<file path="config.mk">
export PLATFORM = sky130hd
export DESIGN_NAME = muldiv_unit_flat
export DESIGN_NICKNAME = d
export VERILOG_FILES = /design/src/rtl/muldiv_if.sv /design/src/rtl/muldiv_unit.sv /design/src/flat_wrapper.sv
export SDC_FILE = /design/constraint.sdc
export NUM_CORES = 1
export LEC_CHECK = 0
export ABC_AREA = 1
export ABC_CLOCK_PERIOD_IN_PS = 4050
export CAP_MARGIN = 10
export CORE_AREA = 2 2 204 206
export DETAILED_ROUTE_END_ITERATION = 7
export DIE_AREA = 0 0 206 208
export PLACE_DENSITY = 0.67
export SYNTH_ARGS = -nofsm -noshare
export SYNTH_HDL_FRONTEND = slang
export SYNTH_SLANG_ARGS = --single-unit
</file>
<file path="constraint.sdc">
create_clock -name clk -period 4.05 [get_ports clk]
set_clock_uncertainty 0.2 [all_clocks]
set_input_delay 0.6075 -clock clk [delete_from_list [all_inputs] [get_ports clk]]
set_output_delay 0.6075 -clock clk [all_outputs]
set_load 0.1 [all_outputs]
</file>
<file path="src/rtl/muldiv_if.sv">
// Request/response bundle between the execute stage and the multiply/divide unit.
interface muldiv_if #(
    parameter int XLEN = 32
);
    logic            start;
    logic [2:0]      md_op;
    logic [XLEN-1:0] src_a;
    logic [XLEN-1:0] src_b;
    logic            flush;
    logic            busy;
    logic            done;
    logic [XLEN-1:0] md_result;

    modport master (
        output start, md_op, src_a, src_b, flush,
        input  busy, done, md_result
    );

    modport slave (
        input  start, md_op, src_a, src_b, flush,
        output busy, done, md_result
    );
endinterface

</file>
<file path="src/rtl/muldiv_unit.sv">
// Iterative RV32M multiply/divide: magnitudes are iterated for 32 cycles,
// then sign-corrected and selected in a single fix-up cycle.
module muldiv_unit #(
    parameter int XLEN  = 32,
    parameter int CNT_W = 6
) (
    input logic     clk,
    input logic     rst_n,
    muldiv_if.slave md
);

    localparam logic [XLEN-1:0]  MIN_NEG = {1'b1, {(XLEN-1){1'b0}}};
    localparam logic [CNT_W-1:0] LAST    = CNT_W'(XLEN - 1);

    typedef enum logic [1:0] {IDLE, CALC, FIX, DONE} state_t;

    state_t            state_q, state_d;
    logic [2:0]        op_q;
    logic [XLEN-1:0]   acc_hi, acc_lo, opnd;
    logic              neg_q, neg_r;
    logic [CNT_W-1:0]  cnt;

    logic              a_signed, b_signed, a_neg, b_neg;
    logic              is_div, div_zero, div_ovf, special, accept;
    logic [XLEN-1:0]   a_mag, b_mag, special_res;
    logic [XLEN:0]     mul_sum, div_shift, div_trial;
    logic              div_ok;
    logic [2*XLEN-1:0] prod_fix;
    logic [XLEN-1:0]   fix_res;

    function automatic logic [XLEN-1:0] neg_if(input logic [XLEN-1:0] v, input logic neg);
        logic signed [XLEN-1:0] s;
        s = $signed(v);
        return neg ? $unsigned(-s) : v;
    endfunction

    function automatic logic [2*XLEN-1:0] neg_if_wide(input logic [2*XLEN-1:0] v, input logic neg);
        logic signed [2*XLEN-1:0] s;
        s = $signed(v);
        return neg ? $unsigned(-s) : v;
    endfunction

    // Request decode: operand magnitudes, result signs and the early-exit cases
    always_comb begin
        a_signed    = md.md_op inside {3'd1, 3'd2, 3'd4, 3'd6};
        b_signed    = md.md_op inside {3'd1, 3'd4, 3'd6};
        a_neg       = a_signed && ($signed(md.src_a) < 0);
        b_neg       = b_signed && ($signed(md.src_b) < 0);
        a_mag       = neg_if(md.src_a, a_neg);
        b_mag       = neg_if(md.src_b, b_neg);
        is_div      = md.md_op[2];
        div_zero    = is_div && (md.src_b == '0);
        div_ovf     = is_div && !md.md_op[0] && (md.src_a == MIN_NEG) && (md.src_b == '1);
        special     = div_zero || div_ovf;
        special_res = div_zero ? (md.md_op[1] ? md.src_a : '1)
                               : (md.md_op[1] ? '0 : MIN_NEG);
        accept      = (state_q == IDLE) && md.start && !md.flush;
    end

    // One iteration step; acc_hi/acc_lo hold product halves or remainder/quotient
    always_comb begin
        mul_sum   = {1'b0, acc_hi} + (acc_lo[0] ? {1'b0, opnd} : '0);
        div_shift = {acc_hi, acc_lo[XLEN-1]};
        div_trial = div_shift - {1'b0, opnd};
        div_ok    = !div_trial[XLEN];
    end

    // Fix-up: sign correction and result select
    always_comb begin
        prod_fix = neg_if_wide({acc_hi, acc_lo}, neg_q);
        fix_res  = prod_fix[XLEN-1:0];
        case (op_q)
            3'd1, 3'd2, 3'd3: fix_res = prod_fix[2*XLEN-1:XLEN];
            3'd4, 3'd5:       fix_res = neg_if(acc_lo, neg_q);
            3'd6, 3'd7:       fix_res = neg_if(acc_hi, neg_r);
            default:          fix_res = prod_fix[XLEN-1:0];
        endcase
    end

    always_ff @(posedge clk or negedge rst_n) begin
        if (!rst_n) state_q <= IDLE;
        else        state_q <= state_d;
    end

    always_comb begin
        state_d = state_q;
        case (state_q)
            IDLE:    if (accept) state_d = special ? DONE : CALC;
            CALC:    if (md.flush) state_d = IDLE;
                     else if (cnt == LAST) state_d = FIX;
            FIX:     state_d = md.flush ? IDLE : DONE;
            DONE:    state_d = IDLE;
            default: state_d = IDLE;
        endcase
    end

    assign md.busy = (state_q != IDLE);
    assign md.done = (state_q == DONE);

    always_ff @(posedge clk or negedge rst_n) begin
        if (!rst_n) begin
            op_q         <= '0;
            acc_hi       <= '0;
            acc_lo       <= '0;
            opnd         <= '0;
            neg_q        <= 1'b0;
            neg_r        <= 1'b0;
            cnt          <= '0;
            md.md_result <= '0;
        end else begin
            case (state_q)
                IDLE: if (accept) begin
                    op_q   <= md.md_op;
                    acc_hi <= '0;
                    acc_lo <= is_div ? a_mag : b_mag;
                    opnd   <= is_div ? b_mag : a_mag;
                    neg_q  <= a_neg ^ b_neg;
                    neg_r  <= a_neg;
                    cnt    <= '0;
                    if (special) md.md_result <= special_res;
                end
                CALC: begin
                    cnt <= cnt + CNT_W'(1);
                    if (op_q[2]) begin
                        acc_hi <= div_ok ? div_trial[XLEN-1:0] : div_shift[XLEN-1:0];
                        acc_lo <= {acc_lo[XLEN-2:0], div_ok};
                    end else begin
                        {acc_hi, acc_lo} <= {mul_sum, acc_lo[XLEN-1:1]};
                    end
                end
                FIX: if (!md.flush) md.md_result <= fix_res;
                default: ;
            endcase
        end
    end

endmodule

</file>
<file path="src/flat_wrapper.sv">
// flat-port wrapper written by rule: the top's interface ports become plain ports
module muldiv_unit_flat 
#(
    parameter int XLEN  = 32,
    parameter int CNT_W = 6
)
  (clk, rst_n, md_start, md_md_op, md_src_a, md_src_b, md_flush, md_busy, md_done, md_md_result);
  muldiv_if #(.XLEN(XLEN)) md_i ();
  input logic clk;
  input logic rst_n;
  input wire logic [$bits(md_i.start)-1:0] md_start;
  input wire logic [$bits(md_i.md_op)-1:0] md_md_op;
  input wire logic [$bits(md_i.src_a)-1:0] md_src_a;
  input wire logic [$bits(md_i.src_b)-1:0] md_src_b;
  input wire logic [$bits(md_i.flush)-1:0] md_flush;
  output wire logic [$bits(md_i.busy)-1:0] md_busy;
  output wire logic [$bits(md_i.done)-1:0] md_done;
  output wire logic [$bits(md_i.md_result)-1:0] md_md_result;
  assign md_i.start = md_start;
  assign md_i.md_op = md_md_op;
  assign md_i.src_a = md_src_a;
  assign md_i.src_b = md_src_b;
  assign md_i.flush = md_flush;
  assign md_busy = md_i.busy;
  assign md_done = md_i.done;
  assign md_md_result = md_i.md_result;
  muldiv_unit #(.XLEN(XLEN), .CNT_W(CNT_W)) u_core (.clk(clk), .rst_n(rst_n), .md(md_i));
endmodule
</file>
==> key figures, run 1 <==
Power and ir drop
  – Worst IR Drop VDD: 0.00130 V
  – Psw: around 11000 uW
  – Pwr dens: 852 nW/um^2
  – Sequential share of power: 18.0%
  – Switch share: between 60% and 70%
  – Leak: 0.0109 uW
  – Internal: between 6000 and 7000 uW
  – Gate power share: 72.7%
  – Clock power frac: under 10%

STA
  – Fin. max-slew vios: 0
  – Post-layout min period: 3.63 ns
  – Final setup violation count: 0
  – Slew HR: 31.1%
  – TNS Setup: 0 ns
  – Fmax: 275 MHz
  – Final Cycle Share: 89.7%
  – Final Hold Violating Endpoints: 0
  – Slew @ Worst Pin: ~1.0 ns
  – Worst hold slack: 0.311 ns
  – Final setup margin: approximately 0.42 ns
  – RSZ-0062 raised after global routing: no

Setup path
  – Worst EP required: 4.26 ns
  – Critical path peak fanout: 30
  – Crit. End Element: flip-flop
  – CP arrival: 3.84 ns
  – Kind of critical path: reg2reg
  – CP Launch Type: flip-flop

Final layout
  – Multi-input logic area: between 10000 and 15000 um^2
  – Fillers: 4442
  – Layout Cells excl Fill: 3991
  – Diode count: 0
  – Util after Layout: 51.0%
  – Layout cells sized above 1: 4.48%
  – Sequential cell area: 3530 um^2
  – Syn-to-layout area delta: 11.8%
  – Fin nets: 3589

Drt
  – Met2 Wirelength: 35800 um
  – Final wirelength: 87500 um
  – Wire length on met1: between 30000 and 40000 um
  – Met3 Wirelength: 10200 um
  – Highest Signal Layer: met4
  – Average vias per placed instance: 5.81
  – Drt drc: 0
  – DR vias: 23200
  – ANT nets after route: 0
  – 1st-pass router iterations: 6
  – 1st-iter DRT viols: 3083
  – Wire per inst: approximately 22 um

Placement
  – DP Worst Slack: 0.506 ns
  – Post-detail-place hpwl: 71300 um
  – DP Cell Count: roughly 4000
  – Port Buffer Count: 104
  – RD Place Congestion: ~1.0

Clock tree
  – CTS tree: built
  – Clk sink count: between 100 and 150
  – CTS root buf: clkbuf_16
  – Clk_lat worst skew: 0.48 ns
  – Post-CTS setup buffers: 0
  – Post-CTS Resized: 0
  – Clock slew at reported path FFs: 0.07 ns
  – Clk buf depth: 2
  – TritonCTS buffer count: 17
  – H-Tree Depth: 4

Floorplan
  – Die area: 42800 um^2
  – Die height: roughly 210 um
  – Core Region: 40600 um^2
  – FP Rows: 74
  – Initial Util: 45.6%
  – I/O pin count: 105
  – Die width: just over 200 um

Synth
  – Post-synth EDFFs: 0
  – Cell with the most instances after synthesis: nand2_1
  – FF+latch count, synth: around 140
  – Leading area contributor after synthesis: nand2_1
  – Synth async-reset ratio: 100%
  – Ys flop type: dfrtp_1
  – Post-synthesis sequential area ratio: 19.1%
  – Most instantiated cells after synthesis: nand2_1 (1133), inv_1 (442), nor2_1 (431)
  – Area fraction of the dominant cell type after synthesis: about 23%
  – Net Count, Synth: 3527
  – Synth top area cells: nand2_1 (23%), dfrtp_1 (19%), nand3_1 (11%), inv_1 (9.0%), nor2_1 (8.7%)
  – Cells after synthesis: 3384
  – Distinct cells, synth: 54
  – Synthesized area per cell: roughly 5.5 um^2
  – Synthesized area: 18500 um^2
  – Synth warn: 0

Global routing
  – Largest net degree at the start of global routing: 72
  – GR Overflow Total: 0
  – Initial antenna violation count: 0
  – Vias in the first global route: between 20000 and 25000
  – Gr usage total: 40.7%
  – First-pass GRT wire length: 130000 um

Min path
  – Worst hold path type: reg2reg

Run
  – Max cap viols: 0

Run status
  – Status: finished clean
[kinds of logic (layout without fill, tap and decap cells)]
family / count (synthesis) / in the layout / share of synthesized area [%]
fa+ha+maj: 72 / 72 / 4.95
xor+xnor: 68 / 68 / 3.22
flops: 141 / 141 / 19.1
compound gates: 437 / 437 / 13.0
simple gates: 2097 / 2097 / 47.7
buf+inv: 569 / 644 / 12.1
[per-stage QoR]
step,area [um^2],power (uW)
3_5_place_dp,20100,15500
2_1_floorplan,18500,11400
5_1_grt,20700,18800
6_report,20700,17600
4_1_cts,20700,17200
3_3_place_gp,20100,15400
[final timing paths]
path	startpoint	end	slack [ns]	depth (start not counted)
max	u_core.acc_hi[20]	u_core.acc_hi[25]	0.42	14
min	u_core.md.md_result[0]	u_core.md.md_result[0]	0.31	2
max reg2reg	u_core.acc_hi[20]	u_core.acc_hi[25]	0.42	14
min reg2reg	u_core.md.md_result[0]	u_core.md.md_result[0]	0.31	2
max in group asynchronous	rst_n	u_core.md.md_result[3]	2.26	3
min in group asynchronous	rst_n	u_core.opnd[18]	0.50	2
[final cells by class]
cell class              count  area share, %
flip-flops and latches    141           17.1
inverters                 462           8.40
multi-input cells        2674           61.6
clock inverters            15          0.908
repair buffers            150           6.78
well taps                 532           3.22
clock buffers              17           2.06
[repair_timing]
item,4_1_cts,5_1_grt
endpoints found under the setup margin,0,0
endpoints found under the hold margin,65,0
hold buffers,1,0
[metal layers]
layer / track usage (%) / vias to the layer above
met5: 0 / -
met4: 21.1 / 0
met3: 9.10 / 203
met2: 58.7 / 1391
met1: 56.5 / 10692
li1: - / 10914
[power groups by stage]
stage          combinational (uW)  clock (uW)  sequential [uW]
2_1_floorplan                7690           0             3680
3_3_place_gp                12300           0             3090
3_5_place_dp                12400           0             3090
4_1_cts                     12400        1650             3080
5_1_grt                     13900        1710             3180
6_report                    12800        1640             3160
[sequential cells by signal, indices dropped and copies added (netlist names)]
register and flops:
u_core.acc_hi 32, u_core.acc_lo 32, u_core.cnt 6, u_core.md.md_result 32, u_core.neg_q 1, u_core.neg_r 1
u_core.op_q 3, u_core.opnd 32, u_core.state_q 2
[cell usage in the layout (no fill, tap or decap), types with 4 or more instances in the layout]
master           instances
nand2_1               1132
inv_1                  442
nor2_1                 430
nand3_1                389
a21oi_1                189
o21ai_0                156
dfrtp_1                139
clkdlybuf4s50_1        103
ha_1                    70
xor2_1                  52
buf_4                   44
nand4_1                 37
nor3_1                  30
o211ai_1                23
nor2_2                  21
nand3b_1                18
clkbuf_16               17
o21ai_1                 16
xnor2_1                 16
inv_2                   14
o221ai_1                12
nand2_2                 10
a31oi_1                 10
or2_2                    6
a21o_1                   6
nand2_4                  5
a21oi_2                  5
o21bai_1                 5
inv_8                    5
clkinv_8                 5
clkinv_1                 4
a22oi_1                  4
and2_1                   4
[critical path: stages (launching register included)]
cell	delay [ns]
dfrtp_1	0.77
ha_1	0.42
nand2_1	0.10
nand2_1	0.08
nand2_1	0.07
nand2_1	0.07
inv_1	0.06
nand2_1	0.10
a21oi_4	0.28
nand3_4	0.23
nand2_2	0.60
nand3_1	0.33
nand3_1	0.15
nand2_1	0.06
nand2_1	0.05
No activity file was read; power rests on OpenSTA's default activity.
==> run 2, diff against run 1 <==
--- a/config.mk
+++ b/config.mk
@@ -11,6 +11,7 @@
 export CORE_AREA = 2 2 204 206
 export DETAILED_ROUTE_END_ITERATION = 7
 export DIE_AREA = 0 0 206 208
+export GPL_TIMING_DRIVEN = 0
 export PLACE_DENSITY = 0.67
 export SYNTH_ARGS = -nofsm -noshare
 export SYNTH_HDL_FRONTEND = slang
==> run 2 against run 1 <==
Routed wire length rose by 6.2%. Global-route usage rose by 2.1 points. Sequential share of layout area fell by 0.12 points. Via count rose by 3.1%. Critical endpoint is now u_core.acc_hi[26]. Largest power group unchanged. Highest routed layer unchanged.
==> key figures, run 2 (synthesis results as in run 1) <==
Power and ir drop
  – Worst IR Drop VDD: 0.00159 V
  – Internal: 6590 uW
  – Psw: 11500 uW
  – Clock power frac: 8.9%
  – Switch share: 63.5%
  – Sequential share of power: 18.7%
  – Pwr dens: 869 nW/um^2
  – Leak: 0.0109 uW
  – Total power: 18100 uW
  – Gate power share: 72.4%

Clock tree
  – Clock slew at reported path FFs: roughly 0.07 ns
  – TritonCTS buffer count: 17
  – Clk sink count: between 100 and 150
  – CTS root buf: clkbuf_16
  – Post-CTS Resized: 0
  – CTS tree: built
  – Clk buf depth: 2
  – Clk_lat worst skew: 0.45 ns
  – Post-CTS setup buffers: 0
  – H-Tree Depth: 4

STA
  – Fmax: 274 MHz
  – Worst hold slack: 0.309 ns
  – Slew @ Worst Pin: slightly above 1 ns
  – Post-layout min period: 3.66 ns
  – Final Cycle Share: 90.3%
  – Final setup violation count: 0
  – Slew HR: 31.5%
  – RSZ-0062 raised after global routing: no
  – TNS Setup: 0 ns
  – Fin. max-slew vios: 0
  – Final Hold Violating Endpoints: 0

Setup path
  – Kind of critical path: reg2reg
  – Crit. End Element: flip-flop
  – CP arrival: 3.80 ns
  – Critical path peak fanout: 18
  – Worst EP required: ~4.2 ns
  – CP Launch Type: flip-flop

Global routing
  – Largest net degree at the start of global routing: 99
  – Initial antenna violation count: 1
  – Vias in the first global route: 21839
  – Gr usage total: 42.9%
  – First-pass GRT wire length: 136000 um
  – GR Overflow Total: 0

Floorplan
  – FP Rows: 74
  – Initial Util: about 46%
  – Die area: 42800 um^2
  – I/O pin count: 105
  – Die height: between 200 and 250 um
  – Core Region: 40600 um^2
  – Die width: 206 um

Drt
  – Average vias per placed instance: 5.90
  – Final wirelength: 93000 um
  – ANT nets after route: 0
  – Wire per inst: 22.9 um
  – DR vias: 23909
  – 1st-pass router iterations: 6
  – Drt drc: 0
  – 1st-iter DRT viols: 3363

Final layout
  – Final Cell Area: 20800 um^2
  – Fin nets: 3650
  – Diode count: 0
  – Layout cells sized above 1: under 10%
  – Commonest non-fill, non-tap cell in the layout: nand2_1
  – Commonest non-fill, non-tap cells in the layout: nand2_1 (1133), inv_1 (442), nor2_1 (431)
  – Syn-to-layout area delta: 12.5%

Placement
  – Placed inst area: 20200 um^2
  – Post-detail-place hpwl: 76700 um
  – RD Place Congestion: approximately 1.1
  – Port Buffer Count: roughly 100

Run status
  – Status: finished clean

Run
  – Max cap viols: 0

Min path
  – Worst hold path type: reg2reg
## run 2: cell count changes in the layout (fill, tap and decap cells not counted), sizes merged
cell,before,now
clkinv,11,10
clkdlybuf4s50,103,102
inv,465,462
buf,46,56
bufinv,0,1
clkbuf,17,72
## run 2: metal layers
metal / share of wire (%) / vias up / track usage [%] / routed length, um
met5: 0 / - / 0 / 0
met4: 5.9 / 0 / 22.4 / 5530
met3: 13 / 221 / 10.5 / 11900
met2: 41 / 1571 / 62.5 / 38200
met1: 40 / 11065 / 58.2 / 37300
li1: - / 11052 / - / -
## run 2: final timing paths
check	depth (start not counted)	slack (ns)	start	endpoint
setup / recovery	18	0.39	u_core.acc_lo[0]	u_core.acc_hi[26]
hold / removal	2	0.31	u_core.op_q[0]	u_core.op_q[0]
setup reg to reg	18	0.39	u_core.acc_lo[0]	u_core.acc_hi[26]
hold reg to reg	2	0.31	u_core.op_q[0]	u_core.op_q[0]
max in group asynchronous	3	2.32	rst_n	u_core.md.md_result[1]
min in group asynchronous	2	0.47	rst_n	u_core.opnd[30]
## run 2: worst max-delay path, cell delays in order, from the launching register on
cell and delay, ns:
dfrtp_1 0.33, buf_2 0.39, buf_1 0.45, nand2_1 0.16
inv_1 0.09, ha_1 0.21, nand2_1 0.09, o21ai_0 0.50
nand2_1 0.11, nand2_1 0.15, nand2_1 0.07, nand2_1 0.14
nand2_1 0.10, nand3_1 0.10, nand2_1 0.06, nor2_1 0.19
nor2_1 0.06, nand2_1 0.10, nand2_1 0.05
## run 2: final cells by class
cell class	count	area [um^2]
fill	4360	19700
multi-input combinational	2674	12700
sequential	141	3530
inverter	462	1740
timing repair buffer	105	1070
tap	532	666
buffer	106	499
clock buffer	20	457
clock inverter	12	128
## run 2: timing repair
| item | CTS | global route |
|---|---|---|
| setup endpoints to repair | 0 | 4 |
| hold buffers | 1 | 0 |
| hold endpoints to repair | 43 | 0 |
## run 2: through the flow
stage / setup WS (ns) / util (%) / std cells
finish: 0.394 / 51.3 / 4052
global route: 0.138 / 51.3 / 4052
detailed placement: 0.257 / 49.9 / 4020
floorplan: 1.22 / - / 3384
CTS: 0.233 / 51.3 / 4053
global placement: -3.50 / 49.8 / 4019
## run 2: power by group through the flow
stage          Clock (uW)  Combinational (uW)  Sequential [uW]
2_1_floorplan           0                7690             3680
3_3_place_gp            0               12400             3230
3_5_place_dp            0               12500             3250
4_1_cts              1590               12600             3230
5_1_grt              1650               14100             3330
6_report             1610               13100             3370
